File: src/rtl/muldiv_unit_pkg.sv
// muldiv_unit_pkg: ALU select codes, MDU state encoding and op classification
package muldiv_unit_pkg;
  localparam int ALU_SEL_W = 5;
  localparam logic [ALU_SEL_W-1:0] ALU_ADD    = 5'd0;
  localparam logic [ALU_SEL_W-1:0] ALU_MUL    = 5'd10;
  localparam logic [ALU_SEL_W-1:0] ALU_MULH   = 5'd11;
  localparam logic [ALU_SEL_W-1:0] ALU_MULHSU = 5'd12;
  localparam logic [ALU_SEL_W-1:0] ALU_MULHU  = 5'd13;
  localparam logic [ALU_SEL_W-1:0] ALU_DIV    = 5'd14;
  localparam logic [ALU_SEL_W-1:0] ALU_DIVU   = 5'd15;
  localparam logic [ALU_SEL_W-1:0] ALU_REM    = 5'd16;
  localparam logic [ALU_SEL_W-1:0] ALU_REMU   = 5'd17;
  typedef enum logic [1:0] {MDU_IDLE, MDU_CALC, MDU_FIN} mdu_state_t;
  function automatic logic is_muldiv(input logic [ALU_SEL_W-1:0] sel);
    return sel >= ALU_MUL && sel <= ALU_REMU;
  endfunction
endpackage

File: src/rtl/muldiv_core.sv
// muldiv_core: one-bit-per-cycle shift-add multiply / restoring divide on unsigned magnitudes
module muldiv_core #(
  parameter int XLEN = 32
) (
  input  logic              clk,
  input  logic              reset_n,
  input  logic              load,
  input  logic              step,
  input  logic              is_div,
  input  logic [XLEN-1:0]   a,
  input  logic [XLEN-1:0]   b,
  output logic [2*XLEN-1:0] acc
);
  logic [XLEN-1:0] b_q;
  logic [XLEN:0] sum, rs, diff;
  logic ge;
  // multiply adds b into the high half when the low bit is set; divide trial-subtracts b from the shifted remainder
  always_comb begin
    sum = {1'b0, acc[2*XLEN-1:XLEN]} + (acc[0] ? {1'b0, b_q} : '0);
    rs = acc[2*XLEN-1:XLEN-1];
    diff = rs - {1'b0, b_q};
    ge = !diff[XLEN];
  end
  // low half holds multiplier / dividend-then-quotient, high half holds partial product / remainder
  always_ff @(posedge clk) begin
    if (!reset_n) begin
      acc <= '0;
      b_q <= '0;
    end else if (load) begin
      acc <= {{XLEN{1'b0}}, a};
      b_q <= b;
    end else if (step) begin
      acc <= is_div ? {ge ? diff[XLEN-1:0] : rs[XLEN-1:0], acc[XLEN-2:0], ge} : {sum, acc[XLEN-1:1]};
    end
  end
endmodule

File: src/rtl/muldiv_unit.sv
// muldiv_unit: multi-cycle RV32M multiply/divide unit with fast paths, kill and done handshake
module muldiv_unit
  import muldiv_unit_pkg::*;
#(
  parameter int XLEN = 32
) (
  input  logic                 clk,
  input  logic                 reset_n,
  input  logic                 start,
  input  logic [ALU_SEL_W-1:0] alu_ctl,
  input  logic [XLEN-1:0]      op_a,
  input  logic [XLEN-1:0]      op_b,
  input  logic                 kill,
  output logic                 busy,
  output logic                 done,
  output logic [XLEN-1:0]      result
);
  localparam int CW = $clog2(XLEN);
  mdu_state_t state;
  logic [CW-1:0] count;
  logic [ALU_SEL_W-1:0] op;
  logic sa, sb, fast, sa_in, sb_in, dz, ov, accept, is_q_in;
  logic [XLEN-1:0] fast_res, result_q, quo, rem, fin, fp_val, min_v, a_mag, b_mag;
  logic [2*XLEN-1:0] acc, prod;
  // input sign/fast-path decode and output sign correction
  always_comb begin
    min_v = {1'b1, {(XLEN-1){1'b0}}};
    accept = state == MDU_IDLE && start && is_muldiv(alu_ctl);
    sa_in = op_a[XLEN-1] && (alu_ctl == ALU_MULH || alu_ctl == ALU_MULHSU || alu_ctl == ALU_DIV || alu_ctl == ALU_REM);
    sb_in = op_b[XLEN-1] && (alu_ctl == ALU_MULH || alu_ctl == ALU_DIV || alu_ctl == ALU_REM);
    a_mag = sa_in ? -op_a : op_a;
    b_mag = sb_in ? -op_b : op_b;
    is_q_in = alu_ctl == ALU_DIV || alu_ctl == ALU_DIVU;
    dz = op_b == '0 && alu_ctl >= ALU_DIV;
    ov = op_a == min_v && op_b == '1 && (alu_ctl == ALU_DIV || alu_ctl == ALU_REM);
    fp_val = dz ? (is_q_in ? '1 : op_a) : (alu_ctl == ALU_DIV ? min_v : '0);
    prod = (sa ^ sb) ? -acc : acc;
    quo = (sa ^ sb) ? -acc[XLEN-1:0] : acc[XLEN-1:0];
    rem = sa ? -acc[2*XLEN-1:XLEN] : acc[2*XLEN-1:XLEN];
    fin = fast ? fast_res :
          op < ALU_DIV ? (op == ALU_MUL ? prod[XLEN-1:0] : prod[2*XLEN-1:XLEN]) :
          (op == ALU_DIV || op == ALU_DIVU) ? quo : rem;
    busy = state != MDU_IDLE;
    done = state == MDU_FIN && !kill;
    result = done ? fin : result_q;
  end
  muldiv_core #(.XLEN(XLEN)) u_core (
    .clk(clk),
    .reset_n(reset_n),
    .load(accept),
    .step(state == MDU_CALC),
    .is_div(op >= ALU_DIV),
    .a(a_mag),
    .b(b_mag),
    .acc(acc)
  );
  // IDLE -> CALC (or FIN on fast path) -> FIN -> IDLE, kill aborts back to IDLE
  always_ff @(posedge clk) begin
    if (!reset_n) begin
      state <= MDU_IDLE;
      count <= '0;
      op <= '0;
      sa <= 1'b0;
      sb <= 1'b0;
      fast <= 1'b0;
      fast_res <= '0;
      result_q <= '0;
    end else begin
      case (state)
        MDU_IDLE: if (accept) begin
          op <= alu_ctl;
          sa <= sa_in;
          sb <= sb_in;
          fast <= dz || ov;
          fast_res <= fp_val;
          count <= CW'(XLEN - 1);
          state <= (dz || ov) ? MDU_FIN : MDU_CALC;
        end
        MDU_CALC: if (kill) state <= MDU_IDLE;
        else begin
          count <= count - 1'b1;
          if (count == '0) state <= MDU_FIN;
        end
        MDU_FIN: begin
          state <= MDU_IDLE;
          if (!kill) result_q <= fin;
        end
        default: state <= MDU_IDLE;
      endcase
    end
  end
endmodule

File: config.mk
export PLATFORM = sky130hd
export DESIGN_NAME = muldiv_unit
export DESIGN_NICKNAME = d
export VERILOG_FILES = /design/src/rtl/muldiv_unit_pkg.sv /design/src/rtl/muldiv_core.sv /design/src/rtl/muldiv_unit.sv
export SDC_FILE = /design/constraint.sdc
export NUM_CORES = 1
export LEC_CHECK = 0
export BUFFER_PORTS_ARGS = -buffer_cell sky130_fd_sc_hd__buf_2
export CORE_ASPECT_RATIO = 0.75
export CORE_MARGIN = 5
export CORE_UTILIZATION = 40
export CTS_BUF_LIST = sky130_fd_sc_hd__clkbuf_16
export CTS_CLUSTER_DIAMETER = 40
export DETAILED_ROUTE_END_ITERATION = 16
export SETUP_SLACK_MARGIN = 0.5
export SLEW_MARGIN = 30
export SYNTH_ARGS = -nofsm -noshare
export SYNTH_HDL_FRONTEND = slang
export SYNTH_SLANG_ARGS = --single-unit
File: constraint.sdc
create_clock -name clk -period 3.8 [get_ports clk]
set_input_delay 0.76 -clock clk [delete_from_list [all_inputs] [get_ports clk]]
set_output_delay 0.76 -clock clk [all_outputs]
set_load 0.005 [all_outputs]
======== Yosys cells after proc, flatten, opt, wreduce, memory -nomap -nowiden ========
Cells that the tools add are included.
Widths: inputs -> output; s select.
word-level totals
  flip-flop bits (word level) ............. 175
  input bits .............................. 73
  logic and storage cells ................. 99
operators by class
  reduce and logical (&&, ||, !) cells .... 31
  muxes and demuxes ....................... 26
  bitwise operators ....................... 3
  magnitude comparators ................... 5
  add/sub/neg operators ................... 8
  eq/ne operators ......................... 15
operators by type and width
  operator              number
  $mux 32               16
  $mux 64               2
  $neg 32->32           4
  $eq 32x32->1 const B  2
  $neg 64->64           1
  $eq 5x4->1 const B    7
  $add 32x32->33        1
  $sub 33x32->33        1
  $logic_not 32->1      1
  $ge 5x4->1 const B    3
  $mux 5                2
  $pmux 5 s2            1
  $logic_and 1x1->1     9
  $logic_or 1x1->1      9
  $mux 2                4
  $reduce_and 2->1      3
  $reduce_bool 2->1     3
  $eq 5x5->1 const B    1
  $le 5x5->1 const B    1
  $logic_not 5->1       1
  $lt 5x4->1 const B    1
  $sub 5x1->5 const B   1
  $ne 2x2->1 const B    2
  $pmux 2 s2            1
  other kinds (9)       11

======== Longest topological paths before layout ========
Gate-level depths: netlist of the first run.
  depth after elaboration ................. 7
  mapped depth ............................ 16
  mapped depth without buffers ............ 13

======== Modules after synthesis ========
From an unflattened synthesis of the first run, not the netlist that was laid out.
unflattened totals
  cell total of the unflattened synthesis .. 2200
  area total of the unflattened synthesis .. 16335.7 um2
modules (own cells, without submodules)
  module       instances  cells each  area each (um2)
  muldiv_core  1          1046        8343.0
  muldiv_unit  1          1154        7992.7

======== Worst setup path before layout of the first run ========
OpenSTA, ideal clock, no wires.
  path type ............................... reg-to-output
  from .................................... register u_core.acc[0]
  to ...................................... output result[12]
  path buffers ............................ 3
  slack ................................... 112 ps
  stages on the path, launching flop included .. 13
  data required time ...................... 3040 ps
  arrival ................................. 2928 ps
  path through ............................ dfxtp_1 > clkbuf_1 > inv_1 > clkbuf_1 > ha_1 > nor3b_2 > nand3b_1 > or4_4 > buf_6 > o41ai_4 > xor2_1 > a21oi_1 > a211o_1
on the way
  cells in the longest elaborated chain, start to end .. 6
RTL lines
  item                                               line                                  RTL
  start, declared                                    muldiv_core.sv:12                     output logic [2*XLEN-1:0] acc
  start signal, assigned                             muldiv_core.sv:30                     acc <= {{XLEN{1'b0}}, a};
  start signal, assigned                             muldiv_core.sv:33                     acc <= is_div ? {ge ? diff[XLEN-1:0] : rs[XLEN-1:0], acc[XLEN-2:0], ge} : {sum, acc[XLEN-1:1]};
  $neg 64->64 / $neg 32->32 (equally long branches)  muldiv_unit.sv:37, muldiv_unit.sv:38
  $mux 64 / $mux 32 (equally long branches)          muldiv_unit.sv:37, muldiv_unit.sv:38
  $mux 32, on equally long branches                  muldiv_unit.sv:41, muldiv_unit.sv:42
  $mux 32 (*)                                        muldiv_unit.sv:41                     op < ALU_DIV ? (op == ALU_MUL ? prod[XLEN-1:0] : prod[2*XLEN-1:XLEN]) :
  $mux 32 (*)                                        muldiv_unit.sv:40                     fin = fast ? fast_res :
  $mux 32 (*)                                        muldiv_unit.sv:45                     result = done ? fin : result_q;
  end, declared                                      muldiv_unit.sv:16                     output logic [XLEN-1:0] result
Every way passes the cells marked *; elsewhere a longest branch is shown, timed or not.

======== Worst setup path in the final report of the first run ========
  from .................................... register u_core.acc[16]
  to ...................................... output result[29]
The elaborated chain is that of the path after synthesis.

==> results of run 1 <==
[cells by family (layout without fill, tap and decap cells)]
logic type	count (synthesis)	count (layout)	synth area share [%]
and+or+nand+nor	729	729	23.1
AOI/OAI and AO/OA	666	666	28.4
buffers and inverters	215	395	5.59
xor gates and xnor gates	197	197	11.5
DFF	175	175	23.4
adders and majority gates	73	73	6.21
muxes	24	24	1.73
[worst max path at each step]
stage,cells past startpoint,slack [ps],to,from
2_1_floorplan,9,300,result[18],u_core.acc[16]
3_3_place_gp,11,20,result[26],u_core.acc[48]
3_5_place_dp,11,-10,result[31],u_core.acc[16]
4_1_cts,11,-350,result[12],u_core.acc[16]
5_1_grt,10,-490,result[18],u_core.acc[9]
6_report,11,-360,result[29],u_core.acc[16]
[power by group through the flow]
stage	clock network [mW]	logic [mW]	registers (mW)
final	1.86	1.95	1.95
after global routing	1.96	2.07	1.96
after CTS	1.88	1.67	1.95
after detailed placement	0	1.50	1.99
after global placement	0	1.50	1.99
after floorplan	0	0.958	1.98
[synth_stat cells, types with 15 or more instances]
library cell | count | area share, %
xor2_1 | 114 | 6.7
a211oi_1 | 75 | 3.8
xnor2_1 | 83 | 4.9
or3_1 | 23 | 0.96
nand2b_1 | 18 | 0.75
a221oi_1 | 24 | 1.4
nand2_1 | 241 | 6.1
and2_1 | 20 | 0.84
inv_1 | 65 | 1.6
o31ai_1 | 38 | 1.9
or4_1 | 15 | 0.75
nor2_1 | 192 | 4.8
a31oi_1 | 49 | 2.1
nand3_1 | 79 | 2.6
nor3_1 | 33 | 1.1
ha_1 | 71 | 5.9
clkbuf_1 | 134 | 3.4
o21ai_0 | 175 | 5.9
nor4_1 | 16 | 0.67
nand4_1 | 24 | 1.0
a21oi_1 | 159 | 5.3
a21o_1 | 30 | 1.5
dfxtp_1 | 175 | 23
[critical path: stages (launching register included)]
cell and delay (ps):
dfxtp_2 320, or4_4 540, nor4b_4 220, buf_4 180, nand3b_4 100, or4_4 520, buf_12 170, buf_4 130
or3_1 310, a21oi_2 180, o22ai_1 120, buf_2 140
[state kept, by name, indices dropped and copies added, names as in the netlist]
signal and flops:
sa 1, result_q 32, u_core.acc 64, sb 1
state 2, fast 1, count 5, u_core.b_q 32
fast_res 32, op 5
[metrics by stage]
stage	cells	util (%)
final	2763	50.8
after global placement	2687	45.6
after detailed placement	2687	45.6
after floorplan	2079	-
after CTS	2740	48.8
after global routing	2763	50.8
[routing by layer]
metal  global-route usage, %  part of all wire, %  vias up
met3                    9.13                   12       76
met2                    38.0                   38      827
met4                    5.68                  1.7        0
met5                       0                    0        -
met1                    46.0                   48     8005
li1                        -                    -     7873
[final cells by class]
type	instances	area share, %
clock buffer	17	2.26
tap	504	3.35
sequential	175	18.8
timing repair buffer	297	11.6
inverter	66	1.37
multi-input combinational	1689	61.7
clock inverter	15	0.958
[what timing repair did]
action	CTS	global route
endpoints found under the setup margin	65	65
cloned	1	1
setup buffers	20	22
gates resized for setup	111	133
endpoints found under the hold margin	0	0
pin swaps	49	83
==> results.sh, run 1 <==
export IMPL_status="finished, violations left"
export IMPL_violations="negative setup slack"
export IMPL_path_clk_slew_ps=80
export IMPL_die_y_um=177
export IMPL_grt_pass1_wl_um=93100
export IMPL_nNetsFinal=2392
export IMPL_insertion_delay_ps=460
export IMPL_swShare_pct=35.0
export IMPL_rows=61
export IMPL_numPortBuffers=106
export IMPL_io_pins=107
export IMPL_p_comb_share_pct=33.8
export IMPL_worstPathMaxFanout=6
export IMPL_viasPerCell=6.07
export IMPL_core_area_mm2=0.0370
export IMPL_tightestPinTransition_ps=801
export IMPL_required_ps=3040
export IMPL_power_mw=5.76
export IMPL_ff2ff_setup_slack_ps=310
export IMPL_yosys_warnings=0
export IMPL_worst_slack_ps=-359
export IMPL_ys_ff_latch=175
export IMPL_first_pass_iters=6
export IMPL_min_path_cells=2
export IMPL_end_kind="output port"
export IMPL_drt_wl_total_um=62200
export IMPL_place_congestion=0.949
export IMPL_die_x_um=233
export IMPL_setup_tns_final_ps=-8050
export IMPL_slew_headroom_pct=46.6
export IMPL_seqCellArea_mm2=0.00353
export IMPL_cts_buffers_inserted=17
export IMPL_r2r_start="u_core.acc[31]"
export IMPL_numClockSinks=175
export IMPL_power_leakage_nw=7.51
export IMPL_final_common_cell="nand2_1"
export IMPL_ant_nets=0
export IMPL_slew_viol_final=0
export IMPL_worstSetupPathType="register to output port"
export IMPL_clk_path_buf_depth=2
export IMPL_pwr_share_seq_pct=33.8
export IMPL_fin_crit_sh_pct=109
export IMPL_pre_cts_ws_ps=-10.5
export IMPL_track_usage_pct=29.2
export IMPL_holdWs_ps=451
export IMPL_reg2reg_to="u_core.acc[42]"
export IMPL_layout_min_cycle_time_ps=4160
export IMPL_syn_inst=2079
export IMPL_max_vdd_ir_drop_v=0.000302
export IMPL_drc=0
export IMPL_fin_worst_skew_ps=10.7
export IMPL_p_sw_mw=2.02
export IMPL_diodes=0
export IMPL_p_int_mw=3.74
export IMPL_grt_setup_unrepaired="true"
export IMPL_n_fill_cell=3671
export IMPL_setup_violations=32
export IMPL_synth_area_mm2=0.0149
export IMPL_p_per_area_mw_per_mm2=306
export IMPL_yosysUniqueCellTypes=81
export IMPL_dp_hpwl_um=47600
export IMPL_reg2reg_depth=16
export IMPL_multi_input_area_mm2=0.0116
export IMPL_startpoint_type="register"
export IMPL_die_area_mm2=0.0414
export IMPL_ctsHtreeMaxLevel=4
export IMPL_avgSynthCellArea_um2=7.19
export IMPL_start_util_pct=40.4
export IMPL_drt_iter0_drc=2123
export IMPL_async_flop_share_pct=0
export IMPL_syn_nets=2225
export IMPL_grt_pass1_vias=15300
export IMPL_syn_to_final_growth_pct=25.9
export IMPL_ctsRootBufferMaster="clkbuf_16"
export IMPL_grt_overflow=0
export IMPL_finalHoldViolCount=0
export IMPL_seq_area_frac_synth_pct=23.4
export IMPL_final_cell_mix="nand2_1 (235), nor2_1 (187), buf_4 (162)"
export IMPL_postPlaceCellArea_mm2=0.0169
export IMPL_max_freq_mhz=240
export IMPL_ys_flop_type="dfxtp_1"
export IMPL_vias=16800
export IMPL_min_from="fast_res[24]"
export IMPL_routedWlPerCell_um=22.5
export IMPL_grt_max_degree=63
export IMPL_cts_tree="built"
export IMPL_hold_buffers=0
export IMPL_min_path_type="register to register"
export IMPL_drive_above_1_share_pct=23.6
export IMPL_finalInstanceArea_mm2=0.0188
export IMPL_synth_edff_count=0
export IMPL_antenna_found_initial=1
export IMPL_max_cap_violations=0
export IMPL_holdPathEnd="fast_res[24]"
export IMPL_clkPwrFrac_pct=32.3
export IMPL_arrival_ps=3400
Note: power is estimated with default switching activity, not from simulation.
==> run 2, diff against run 1 <==
--- a/config.mk
+++ b/config.mk
@@ -9,7 +9,7 @@
 export CORE_ASPECT_RATIO = 0.75
 export CORE_MARGIN = 5
 export CORE_UTILIZATION = 40
-export CTS_BUF_LIST = sky130_fd_sc_hd__clkbuf_16
+export CTS_BUF_LIST = sky130_fd_sc_hd__clkbuf_2
 export CTS_CLUSTER_DIAMETER = 40
 export DETAILED_ROUTE_END_ITERATION = 16
 export SETUP_SLACK_MARGIN = 0.5
==> run 2 against run 1 <==
The run still ends with negative setup slack left. Register-to-register slack improved by 100 ps. Critical path type unchanged. Core utilization increased by 0.24 points. Flip-flop and latch count unchanged. Cell count increased by 0.69%. Maximum frequency decreased by 10%. Critical path depth decreased by 1. Power decreased by 12%. Count of clock-buffer cells in the layout increased by 1. Cell area increased by 0.47%.
==> results.sh, run 2 (synthesis gave the netlist of run 1 again) <==
export IMPL_status="finished, violations left"
export IMPL_violations="negative setup slack"
export IMPL_finalInstanceArea_mm2=0.0189
export IMPL_core_area_mm2=0.0370
export IMPL_dp_hpwl_um=47600
export IMPL_cts_buffers_inserted=17
export IMPL_place_congestion=0.949
export IMPL_r2r_start="u_core.b_q[0]"
export IMPL_path_clk_slew_ps=300
export IMPL_max_vdd_ir_drop_v=0.000210
export IMPL_antenna_found_initial=2
export IMPL_max_freq_mhz=216
export IMPL_clk_path_buf_depth=2
export IMPL_power_mw=5.07
export IMPL_cpMaxStageDelayCell="or4_4"
export IMPL_min_from="alu_ctl[3]"
export IMPL_track_usage_pct=29.2
export IMPL_layout_min_cycle_time_ps=4630
export IMPL_grt_pass1_wl_um=93100
export IMPL_largest_reg_flops=64
export IMPL_numClockSinks=175
export IMPL_min_path_type="input pin to register"
export IMPL_ant_nets=0
export IMPL_hold_buffers=0
export IMPL_fin_crit_sh_pct=122
export IMPL_cts_tree="built"
export IMPL_grt_overflow=0
export IMPL_grt_setup_unrepaired="true"
export IMPL_max_cap_violations=0
export IMPL_final_common_cell="nand2_1"
export IMPL_nNetsFinal=2409
export IMPL_drc=0
export IMPL_syn_to_final_growth_pct=26.5
export IMPL_drt_iter0_drc=1950
export IMPL_worstPathMaxFanout=7
export IMPL_vias=16800
export IMPL_drt_wl_total_um=63500
export IMPL_slew_headroom_pct=46.3
export IMPL_required_ps=3040
export IMPL_ctsHtreeMaxLevel=4
export IMPL_routedWlPerCell_um=22.8
export IMPL_tightestPinTransition_ps=805
export IMPL_slew_viol_final=0
export IMPL_io_pins=107
export IMPL_crit_path_frequent_cell="or4_4"
export IMPL_power_leakage_nw=7.51
export IMPL_finalHoldViolCount=0
export IMPL_worstSetupPathType="register to output port"
export IMPL_setup_violations=32
export IMPL_top_register="u_core.acc"
export IMPL_grt_max_degree=63
export IMPL_slowest_delay_ps=610
export IMPL_first_pass_iters=6
export IMPL_start_util_pct=40.4
export IMPL_die_y_um=177
export IMPL_insertion_delay_ps=870
export IMPL_final_cell_mix="nand2_1 (232), nor2_1 (185), buf_4 (164)"
export IMPL_drive_above_1_share_pct=25.5
export IMPL_fin_worst_skew_ps=44.7
export IMPL_crit_chain="or4_4 > nor4b_4 > buf_4 > nand3b_4 > or4_4 > buf_6 > or3_4 > a21oi_4 > o22ai_2 > buf_2"
export IMPL_worst_slack_ps=-833
export IMPL_viasPerCell=6.05
export IMPL_ff2ff_setup_slack_ps=410
export IMPL_end_kind="output port"
export IMPL_die_area_mm2=0.0414
export IMPL_p_per_area_mw_per_mm2=268
export IMPL_numPortBuffers=106
export IMPL_grt_pass1_vias=15300
export IMPL_rows=61
export IMPL_die_x_um=233
export IMPL_arrival_ps=3870
export IMPL_postPlaceCellArea_mm2=0.0169
export IMPL_startpoint_type="register"
export IMPL_ctsRootBufferMaster="clkbuf_2"
export IMPL_startpoint="u_core.acc[13]"
-- run 2: worst paths after layout --
path                         end  cells past startpoint
setup / recovery      result[29]                     10
hold / removal             op[3]                      3
setup reg to reg  u_core.acc[62]                     13
hold reg to reg     fast_res[24]                      2
-- run 2: layout make-up --
class | instances | area [um^2]
inverters | 66 | 263
well taps | 504 | 631
diodes | 2 | 5.00
multi-input cells | 1690 | 11800
clock buffers | 18 | 90.1
clock inverters | 14 | 176
flip-flops and latches | 175 | 3540
fillers | 3679 | 18100
repair buffers | 313 | 2370
-- run 2: what timing repair did --
action / CTS / global route
pin swaps: 50 / 105
cloned: 1 / 5
setup endpoints to repair: 65 / 66
setup buffers: 26 / 29
resized for setup: 106 / 197
-- run 2: metal layers --
| layer | share of wire (%) | routed length [um] | track usage [%] |
|---|---|---|---|
| met2 | 38 | 24100 | 37.6 |
| met1 | 47 | 29900 | 44.9 |
| met3 | 13 | 8250 | 11.5 |
| met5 | 0 | 0 | 0 |
| met4 | 1.9 | 1190 | 5.44 |
-- run 2: critical path: cells and delay by family (launching register included) --
kind | cells | cell delay, ps
simple gates | 5 | 1830
compound gates | 2 | 290
flops | 1 | 390
buf+inv | 3 | 490
-- run 2: through the flow --
step                setup TNS, ps  instances  setup slack, ps  hold slack, ps  util [%]
finish                     -23230       2782             -833             116      51.1
global route               -29830       2782            -1060            26.9      51.1
CTS                        -24050       2746             -855            47.7      47.9
detailed placement          -10.5       2687            -10.5             440      45.6
global placement                0       2687             19.1             428      45.6
floorplan                       0       2079              297             416         -
-- run 2: power breakdown --
part,internal (mW),switching (mW)
Clock,0.336,0.779
Sequential,1.90,0.0596
Combinational,0.879,1.11
Total,3.11,1.95
==> run 3, diff against run 2 <==
==> constraint.sdc (replaced) <==
create_clock -name clk -period 3.8 [get_ports clk]
set_input_delay 0.57 -clock clk [delete_from_list [all_inputs] [get_ports clk]]
set_output_delay 0.57 -clock clk [all_outputs]
set_load 0.005 [all_outputs]
==> run 3 against run 2 <==
The run still ends with negative setup slack left. Via count increased by 0.32%. Power decreased by 2.9%. First-iteration DRC count decreased by 5.6%. Clock power decreased by 11%. Clock skew increased by 14 ps. Sequential share of layout area increased by 0.16 points. Critical path type unchanged. Non-clock buffer count increased by 1. Global-route usage decreased by 1.1 points.
==> results.sh, run 3 (synthesis gave the netlist of run 1 again) <==
export IMPL_status="finished, violations left"
export IMPL_violations="negative setup slack"
export IMPL_slowest_delay_ps=680
export IMPL_critical_path_top_delay_family="simple AND/OR/NAND/NOR gates"
export IMPL_worstSetupPathType="register to output port"
export IMPL_final_cell_mix="nand2_1 (237), nor2_1 (185), dfxtp_1 (163)"
export IMPL_r2r_start="u_core.acc[32]"
export IMPL_numPortBuffers=106
export IMPL_power_leakage_nw=7.42
export IMPL_required_ps=3230
export IMPL_layout_min_cycle_time_ps=4480
export IMPL_crit_path_frequent_cell="or4_4"
export IMPL_cpMaxStageDelayCell="or4_4"
export IMPL_path_clk_slew_ps=310
export IMPL_insertion_delay_ps=880
export IMPL_grt_pass1_wl_um=90800
export IMPL_p_int_mw=3.00
export IMPL_utilization_pct=50.5
export IMPL_holdPathEnd="fast_res[19]"
export IMPL_first_pass_iters=5
export IMPL_syn_to_final_growth_pct=25.0
export IMPL_fin_cells=2783
export IMPL_die_x_um=233
export IMPL_core_area_mm2=0.0370
export IMPL_place_congestion=1.02
export IMPL_arrival_ps=3910
export IMPL_drt_wl_total_um=61000
export IMPL_finalHoldViolCount=0
export IMPL_n_fill_cell=3664
export IMPL_cts_tree="built"
export IMPL_max_cap_violations=0
export IMPL_fin_crit_sh_pct=118
export IMPL_track_usage_pct=28.1
export IMPL_cp_buffers_inverters=2
export IMPL_antenna_found_initial=2
export IMPL_worstPathMaxFanout=8
export IMPL_seqCellArea_mm2=0.00353
export IMPL_ctsRootBufferMaster="clkbuf_2"
export IMPL_grt_pass1_vias=15600
export IMPL_grt_overflow=0
export IMPL_slew_viol_final=0
export IMPL_ctsHtreeMaxLevel=4
export IMPL_io_pins=107
export IMPL_p_sw_mw=1.92
export IMPL_pwr_share_seq_pct=39.9
export IMPL_largest_reg_flops=64
export IMPL_dp_cells=2660
export IMPL_drc=0
export IMPL_clk_path_buf_depth=2
export IMPL_setup_violations=32
export IMPL_grt_max_degree=115
export IMPL_reg2reg_depth=16
export IMPL_end_kind="output port"
export IMPL_tightestPinTransition_ps=773
export IMPL_ff2ff_setup_slack_ps=330
export IMPL_min_path_type="input pin to register"
export IMPL_swShare_pct=39.0
export IMPL_fin_worst_skew_ps=59.1
export IMPL_start_util_pct=40.4
export IMPL_nNetsFinal=2411
export IMPL_die_area_mm2=0.0414
export IMPL_cts_buffers_inserted=17
export IMPL_worst_slack_ps=-681
export IMPL_die_y_um=177
export IMPL_startpoint_type="register"
export IMPL_reg2reg_to="u_core.acc[41]"
export IMPL_rows=61
export IMPL_max_freq_mhz=223
export IMPL_clkPwrFrac_pct=20.2
export IMPL_top_register="u_core.acc"
export IMPL_crit_chain="or4_4 > nor3_4 > nand3b_1 > or4_4 > buf_4 > nor4_4 > nor2_1 > xor2_1 > o21ai_2 > nand3_1 > buf_2"
export IMPL_p_comb_share_pct=39.9
export IMPL_slew_headroom_pct=48.1
export IMPL_grt_setup_unrepaired="true"
export IMPL_max_vdd_ir_drop_v=0.000188
export IMPL_routedWlPerCell_um=21.9
export IMPL_dp_hpwl_um=45600
export IMPL_min_path_cells=3
export IMPL_viasPerCell=6.07
export IMPL_multi_input_area_mm2=0.0117
export IMPL_ant_nets=0
export IMPL_drt_iter0_drc=1841
export IMPL_final_common_cell="nand2_1"
export IMPL_p_per_area_mw_per_mm2=264
export IMPL_min_from="op_a[19]"
export IMPL_vias=16900
export IMPL_numClockSinks=175
export IMPL_drive_above_1_share_pct=23.2
## run 3: changes by cell type in the layout (fill, tap and decap cells not counted), moves of 5 or more
| cell | change |
|---|---|
| ha_2 | -5 |
| buf_8 | -6 |
| buf_4 | -10 |
| dlygate4sd3_1 | +28 |
| dfxtp_1 | +6 |
| buf_6 | -6 |
| nand2_1 | +5 |
| ha_1 | +7 |
## run 3: worst min-delay path, cell delays in order
cell     delay [ps]
buf_2           130
nor2_1          110
o21ai_0         140
## run 3: cell type report
| cell class | instances | area share (%) |
|---|---|---|
| clock inverter | 13 | 0.616 |
| tap | 504 | 3.38 |
| sequential | 175 | 18.9 |
| multi-input combinational | 1691 | 62.8 |
| antenna | 2 | 0.0268 |
| timing repair buffer | 314 | 12.5 |
| clock buffer | 18 | 0.482 |
| inverter | 66 | 1.40 |
## run 3: per-stage QoR
step	power [mW]	area, um^2	hold WS, ps	setup TNS, ps	setup WS [ps]
2_1_floorplan	2.92	15000	416	0	484
6_report	4.92	18700	61.5	-17880	-681
4_1_cts	4.61	17700	0.766	-19480	-704
5_1_grt	5.14	18700	7.27	-23470	-856
3_3_place_gp	3.47	16600	429	0	69.6
3_5_place_dp	3.48	16600	438	0	16.6
## run 3: worst max-delay path by stage
stage / from / slack [ps] / end / cells past startpoint
final: u_core.acc[6] / -680 / result[14] / 11
after global routing: u_core.acc[6] / -860 / result[20] / 10
after CTS: u_core.acc[32] / -700 / result[30] / 13
after detailed placement: u_core.acc[16] / 20 / result[15] / 10
after global placement: u_core.acc[16] / 70 / result[1] / 10
after floorplan: u_core.acc[48] / 480 / result[26] / 10
## run 3: timing repair
item | CTS | global route
hold endpoints to repair | 35 | 0
resized for setup | 117 | 165
setup buffers | 21 | 38
pin swaps | 38 | 100
hold buffers | 28 | 0
endpoints found under the setup margin | 64 | 65
gates cloned | 1 | 2
## run 3: power groups by stage
stage | Combinational (mW) | Sequential (mW) | Clock [mW]
after global placement | 1.48 | 1.99 | 0
after detailed placement | 1.48 | 2.00 | 0
final | 1.96 | 1.97 | 0.993
after floorplan | 0.940 | 1.98 | 0
after global routing | 2.08 | 1.98 | 1.08
after CTS | 1.63 | 1.96 | 1.01
## run 3: layer usage
metal / part of all wire, % / GRT usage (%) / routed length, um
met1: 46 / 41.5 / 28000
met2: 40 / 38.3 / 24200
met3: 12 / 10.3 / 7400
met4: 2.2 / 6.81 / 1360
met5: 0.021 / 0 / 13
